===== config.mk =====
export PLATFORM = sky130hd
export DESIGN_NAME = tdm_demux_1x4
export DESIGN_NICKNAME = d
export VERILOG_FILES = /design/src/rtl/tdm_pkg.sv /design/src/rtl/tdm_slot_counter.sv /design/src/rtl/tdm_demux_1x4.sv
export SDC_FILE = /design/constraint.sdc
export NUM_CORES = 1
export LEC_CHECK = 0
export CORE_MARGIN = 1.5
export CORE_UTILIZATION = 45
export CTS_BUF_LIST = sky130_fd_sc_hd__clkbuf_4 sky130_fd_sc_hd__clkbuf_8
export DETAILED_ROUTE_END_ITERATION = 10
export PLACE_DENSITY = 0.8
export SYNTH_ARGS = -nofsm -noshare
export SYNTH_HDL_FRONTEND = slang
export SYNTH_HIERARCHICAL = 1
export SYNTH_SLANG_ARGS = --single-unit

===== constraint.sdc =====
create_clock -name clk -period 2.6 [get_ports clk]
set_input_delay 0.52 -clock clk [delete_from_list [all_inputs] [get_ports clk]]
set_output_delay 0.52 -clock clk [all_outputs]
set_load 0.05 [all_outputs]

===== src/rtl/tdm_pkg.sv =====
// Shared types and default sizing for the TDM receive demultiplexer.
package tdm_pkg;

  typedef enum logic {
    HUNT   = 1'b0,
    LOCKED = 1'b1
  } tdm_state_e;

  localparam int TDM_NCH = 4;
  localparam int TDM_W   = 8;

endpackage


===== src/rtl/tdm_slot_counter.sv =====
// Slot position tracker: clear, load-to-1 and advance with an explicit wrap at NCH-1.
module tdm_slot_counter
  import tdm_pkg::*;
#(
  parameter int NCH = TDM_NCH,
  parameter int SW  = $clog2(NCH)
) (
  input  logic          clk,
  input  logic          rst_n,
  input  logic          clr,
  input  logic          load1,
  input  logic          adv,
  output logic [SW-1:0] slot,
  output logic          last_slot
);

  localparam logic [SW-1:0] LAST_SLOT = SW'(NCH - 1);

  logic [SW-1:0] slot_q;
  logic [SW-1:0] slot_d;

  assign last_slot = (slot_q == LAST_SLOT);
  assign slot      = slot_q;

  // Wrap is compared against NCH-1 so non power-of-two frames never rely on overflow.
  always_comb begin
    slot_d = slot_q;
    if (clr) begin
      slot_d = '0;
    end else if (load1) begin
      slot_d = SW'(1);
    end else if (adv) begin
      slot_d = last_slot ? '0 : slot_q + SW'(1);
    end
  end

  always_ff @(posedge clk or negedge rst_n) begin
    if (!rst_n) begin
      slot_q <= '0;
    end else begin
      slot_q <= slot_d;
    end
  end

endmodule


===== src/rtl/tdm_demux_1x4.sv =====
// TDM receive demultiplexer: locks to frame_sync, steers each slot's word into its
// channel holding register and reports frame completion and framing errors.
module tdm_demux_1x4
  import tdm_pkg::*;
#(
  parameter int NCH = TDM_NCH,
  parameter int W   = TDM_W,
  parameter int SW  = $clog2(NCH)
) (
  input  logic             clk,
  input  logic             rst_n,
  input  logic [W-1:0]     din,
  input  logic             din_valid,
  input  logic             frame_sync,
  output logic [NCH*W-1:0] ch_data,
  output logic [NCH-1:0]   ch_strobe,
  output logic             frame_done,
  output logic             frame_err,
  output logic             locked,
  output logic [SW-1:0]    slot
);

  // Input handshake: a word is consumed on every rising edge where din_valid is high;
  // there is no backpressure, and frame_sync is only looked at alongside din_valid.

  tdm_state_e       state_q, state_d;
  logic [NCH*W-1:0] ch_data_q, ch_data_d;
  logic [NCH-1:0]   ch_strobe_q, ch_strobe_d;
  logic             frame_done_q, frame_done_d;
  logic             frame_err_q, frame_err_d;

  logic             cnt_clr, cnt_load1, cnt_adv, last_slot;
  logic             wr_any;
  logic [SW-1:0]    wr_sel;
  logic [NCH-1:0]   wr_en;

  tdm_slot_counter #(
    .NCH (NCH),
    .SW  (SW)
  ) u_slot_counter (
    .clk       (clk),
    .rst_n     (rst_n),
    .clr       (cnt_clr),
    .load1     (cnt_load1),
    .adv       (cnt_adv),
    .slot      (slot),
    .last_slot (last_slot)
  );

  always_comb begin
    state_d      = state_q;
    frame_done_d = 1'b0;
    frame_err_d  = 1'b0;
    cnt_clr      = 1'b0;
    cnt_load1    = 1'b0;
    cnt_adv      = 1'b0;
    wr_any       = 1'b0;
    wr_sel       = '0;
    if (din_valid) begin
      case (state_q)
        HUNT: begin
          if (frame_sync) begin
            wr_any    = 1'b1;
            cnt_load1 = 1'b1;
            state_d   = LOCKED;
          end
        end
        LOCKED: begin
          if (frame_sync) begin
            // A sync anywhere but slot 0 is a short frame; the word still starts a new frame.
            wr_any      = 1'b1;
            cnt_load1   = 1'b1;
            frame_err_d = (slot != '0);
          end else if (slot == '0) begin
            frame_err_d = 1'b1;
            cnt_clr     = 1'b1;
            state_d     = HUNT;
          end else begin
            wr_any       = 1'b1;
            wr_sel       = slot;
            cnt_adv      = 1'b1;
            frame_done_d = last_slot;
          end
        end
        default: state_d = HUNT;
      endcase
    end
  end

  always_comb begin
    wr_en     = '0;
    ch_data_d = ch_data_q;
    for (int k = 0; k < NCH; k++) begin
      if (wr_any && (wr_sel == SW'(k))) begin
        wr_en[k]              = 1'b1;
        ch_data_d[k*W +: W]   = din;
      end
    end
  end

  assign ch_strobe_d = wr_en;

  always_ff @(posedge clk or negedge rst_n) begin
    if (!rst_n) begin
      state_q      <= HUNT;
      ch_data_q    <= '0;
      ch_strobe_q  <= '0;
      frame_done_q <= 1'b0;
      frame_err_q  <= 1'b0;
    end else begin
      state_q      <= state_d;
      ch_data_q    <= ch_data_d;
      ch_strobe_q  <= ch_strobe_d;
      frame_done_q <= frame_done_d;
      frame_err_q  <= frame_err_d;
    end
  end

  assign ch_data    = ch_data_q;
  assign ch_strobe  = ch_strobe_q;
  assign frame_done = frame_done_q;
  assign frame_err  = frame_err_q;
  assign locked     = (state_q == LOCKED);

endmodule


### Yosys cells after proc, flatten, opt, wreduce, memory -nomap -nowiden

Cells that the tools add are included.

* register bits: 41
* latch bits: 0
* bits in writable memories: 0
* bits in read-only memories: 0
* memories: 0

* add/subtract/negate cells: 1
* multiply operators: 0
* divide/modulo/power cells: 0
* $lt $le $gt $ge: 0
* equality and inequality tests: 4
* shift-type cells: 0
* mux-type cells: 32
* bitwise gates (word level): 1
* reductions and logical operators: 8

Operator list (number)
* 2-to-1 mux 1 bit: 23
* 2-to-1 mux 2 bit: 8
* equality test 2 bit (second input constant): 3
* logical AND 1 bit: 4
* zero test 2 bit: 2
* nonzero test 3 bit: 1
* adder 2 x 1 -> 2 bit (second input constant): 1
* equality test 2 x 1 -> 1 bit (second input constant): 1
* one-hot mux 1 bit (2 select lines): 1
* nonzero test 2 bit: 1
* NOT 1 bit: 1

### Depth between registers and ports, before layout

* word-level depth: 8
* depth in mapped cells: 6
* gate-level depth less buffers: 6

### Modules after synthesis

Netlist, hierarchy kept.

Modules (own cells, without submodules)
* tdm_demux_1x4: instances 1, cells each 97, area an instance 1551.5 sq um, seq. area each 975.9 sq um
* tdm_slot_counter: instances 1, cells each 9, area an instance 102.6 sq um, seq. area each 50.0 sq um

### Least setup slack after synthesis

Ideal clock, no wire load.

* path type: register -> register
* start point: register u_slot_counter.slot_q[0], in the netlist u_slot_counter/slot[0]
* end point: register ch_data_q[24], in the netlist ch_data[24]
* library setup time: 0.125 ns
* data arrival time: 1.997 ns
* data required time: 2.475 ns
* slack: 0.478 ns
* stages on the path, launching flop included: 7
* path through: dfrtp_1 > nor2_1 > ha_1 > and4bb_1 > and3_1 > buf_6 > mux2_4

* cells in the longest elaborated chain, start to end: 7
* elaborated cells on any way between the ends: 11
* classes of those cells: eq/ne: 1; mux: 8; reduce/logical: 2

Ends and longest elaborated chain
* from (decl): RTL line tdm_slot_counter.sv:19 `logic [SW-1:0] slot_q;`
* from (signal assigned): RTL line tdm_slot_counter.sv:41 `slot_q <= slot_d;`
* zero test 2 bit: RTL line tdm_demux_1x4.sv:74 `end else if (slot == '0) begin`
* 2-to-1 mux 2 bit: RTL line tdm_demux_1x4.sv:74
* 2-to-1 mux 2 bit: RTL line tdm_demux_1x4.sv:69 `if (frame_sync) begin`
* 2-to-1 mux 2 bit: RTL line tdm_demux_1x4.sv:60 `case (state_q)`
* 2-to-1 mux 2 bit: RTL line tdm_demux_1x4.sv:59 `if (din_valid) begin`
* equality test 2 bit: RTL line tdm_demux_1x4.sv:94 `if (wr_any && (wr_sel == SW'(k))) begin`
* logical AND 1 bit (*): RTL line tdm_demux_1x4.sv:94
* to (signal assigned): RTL line tdm_demux_1x4.sv:112 `ch_data_q <= ch_data_d;`
* to (decl): RTL line tdm_demux_1x4.sv:27 `logic [NCH*W-1:0] ch_data_q, ch_data_d;`

Mark *: on every way between the ends. The rest lies on a longest branch, timed or not.
A chain may end at the register's enable or synchronous reset.

### Worst setup path after layout

* start point: register state_q, in the netlist locked
* end point: output port locked

RTL lines
* from (decl): RTL line tdm_demux_1x4.sv:26 `tdm_state_e state_q, state_d;`
* from (signal assigned): RTL line tdm_demux_1x4.sv:111 `state_q <= state_d;`
* to (decl): RTL line tdm_demux_1x4.sv:19 `output logic locked,`

No word-level cell between the ends.

==> flow_metrics.tcl <==
set metrics [dict create \
    dpl.hpwl_mm 2.43 \
    fmax_mhz 461 \
    antenna_found_initial 0 \
    cts_made_buffers 5 \
    route.vias.total 1076 \
    peakVddDrop_mv 0.604 \
    finalWirelength_mm 3.30 \
    grt_pass1_vias 1137 \
    hold_viol_final 0 \
    layout_common_cells "51 x clkdlybuf4s50_1, 41 x dfrtp_1, 24 x mux2_2, 8 x mux2_4, 6 x inv_1" \
    arrival_ns 1.65 \
    synth-main-ff-cell "dfrtp_1" \
    initial_core_util 0.481 \
    firstDrtPassIters 4 \
    slew_headroom 0.437 \
    grt-ovfl-total 0 \
    synth_top_area_frac 0.620 \
    clk_pin_slew_ns 0.08 \
    rsz0062_at_grt "false" \
    die-width_um 63.6 \
    rows 21 \
    setup-tns-final_ns 0 \
    worstPathCellList "clkdlybuf4s50_1" \
    synth_area_um2 1650 \
    drtIter0Drc 33 \
    leakage_nw 1.07 \
    worst-path-max-fanout 9 \
    clockRootBuffer "clkbuf_8" \
    critPathKind "reg -> out" \
    ys_seq_elements 41 \
    syn_to_final_growth_pct 42.1 \
    die_area_um2 4050 \
    fin_worst_skew_ns 0.00573 \
    cts-resized-gates 0 \
    routed_via_density 5.08 \
    syn_nets 121 \
    slowest_delay_ns 0.86 \
    io_pins 53 \
    diodes 0 \
    antenna_left 0 \
    clk_latency_ns 0.29 \
    grt_first_pass_wirelength_mm 5.66 \
    endpoint_kind "output pin" \
    synthTopCellsByArea "dfrtp_1 62%, mux2_2 16%, mux2_4 7.3%" \
    drv_cap 0 \
    avgRoutedWirePerCell_um 15.6 \
    cellPowerDensity_nw_per_um2 1450 \
    final_nets 181 \
    cp-start-kind "flip-flop" \
    synth-seq-area-share 0.620 \
    critPathTopFamily "buffers and inverters" \
    drv_slew 0 \
    place_area_um2 2250 \
    portBuffers 52 \
    critPathBufInv 1 \
    utilization 0.683 \
    grtUsageTotal 0.187 \
    final_common_cell "clkdlybuf4s50_1" \
    syn_inst 106 \
    layout-drive-gt1-share 0.289 \
    die_h_um 63.6 \
    drc 0 \
    clockBufferDepth 2 \
    setup_viol 0 \
    period_needed_ns 2.17 \
    yosysWarnings 6 \
    period_share 0.835 \
    postCtsSetupBuffers 0 \
    grt_max_degree 42 \
    async_flop_share 1.00 \
    cp.required_ns 2.08 \
    synth_top_area_cell "dfrtp_1" \
    cpMaxStageDelayCell "clkdlybuf4s50_1" \
    cts_hold_buf 0 \
    cts_tree "yes" \
    outcome "complete, no violations" \
    avgSynthCellArea_um2 15.6 \
    synth-edff-count 0 \
    core_area_um2 3440 \
    post-route-cell-area_um2 2350 \
    clock_sink_count 41 \
    htreeDepth 2 \
    worstMarginPinSlew_ns 0.845 \
    gp_congestion 0.780 \
    hold_class "in -> async" \
    synth_cell_types 23 \
]
cell type report:
class	count	area (um^2)
well taps	46	57.6
inverters	6	22.5
repair buffers	55	551
fillers	248	1090
multi-input cells	57	591
flip-flops and latches	41	1030
clock buffers	5	68.8
clock inverters	2	35.0
state kept, by name, indices dropped and copies added (netlist names):
| signal | count |
|---|---|
| u_slot_counter/slot | 2 |
| frame_done | 1 |
| ch_data | 32 |
| ch_strobe | 4 |
| frame_err | 1 |
| locked | 1 |
power breakdown:
group          leakage [nW]  total, mW  switching [mW]  internal (mW)
clock                0.0540      0.482           0.203          0.279
sequential            0.514       1.06           0.173          0.888
combinational         0.502       1.87            1.17          0.702
total                  1.07       3.41            1.54           1.87
synthesized netlist by cell type (2+ instances only):
master / n
nand2_1: 2
dfrtp_1: 41
nor2_1: 4
and3_1: 3
ha_1: 3
mux2_2: 24
mux2_4: 8
inv_1: 6
final timing paths:
check	start	endpoint	slack [ns]	depth (start not counted)
max	locked	locked	0.43	1
min	rst_n	ch_data[13]	0.33	1
max reg2reg	u_slot_counter/slot[1]	ch_data[25]	0.60	6
min reg2reg	ch_data[14]	ch_data[14]	0.51	1
max in group asynchronous	rst_n	ch_data[15]	1.74	1
min in group clk	ch_data[14]	ch_data[14]	0.51	1
cells by family (layout without fill, tap and decap cells):
| family | Yosys count | count (layout) | synth area share |
|---|---|---|---|
| simple gates | 19 | 19 | 0.0809 |
| mux | 33 | 33 | 0.242 |
| fa+ha+maj | 3 | 3 | 0.0227 |
| compound gates | 2 | 2 | 0.0113 |
| flops | 41 | 41 | 0.620 |
| buf+inv | 8 | 68 | 0.0227 |
through the flow:
step / hold slack (ns) / power [mW] / cells / setup slack (ns)
2_1_floorplan: 0.224 / 2.30 / 106 / 0.478
3_3_place_gp: 0.487 / 2.91 / 205 / 0.244
3_5_place_dp: 0.497 / 2.95 / 205 / 0.155
4_1_cts: 0.354 / 3.45 / 212 / 0.403
5_1_grt: 0.413 / 3.56 / 212 / 0.368
6_report: 0.331 / 3.41 / 212 / 0.429
metal layers:
metal,vias up,GRT usage,share of wire
met2,40,0.311,0.50
met5,-,0,0
met4,0,0.0734,0.018
li1,490,-,-
met1,539,0.227,0.43
met3,7,0.0589,0.052
Note: power is estimated with default switching activity, not from simulation.
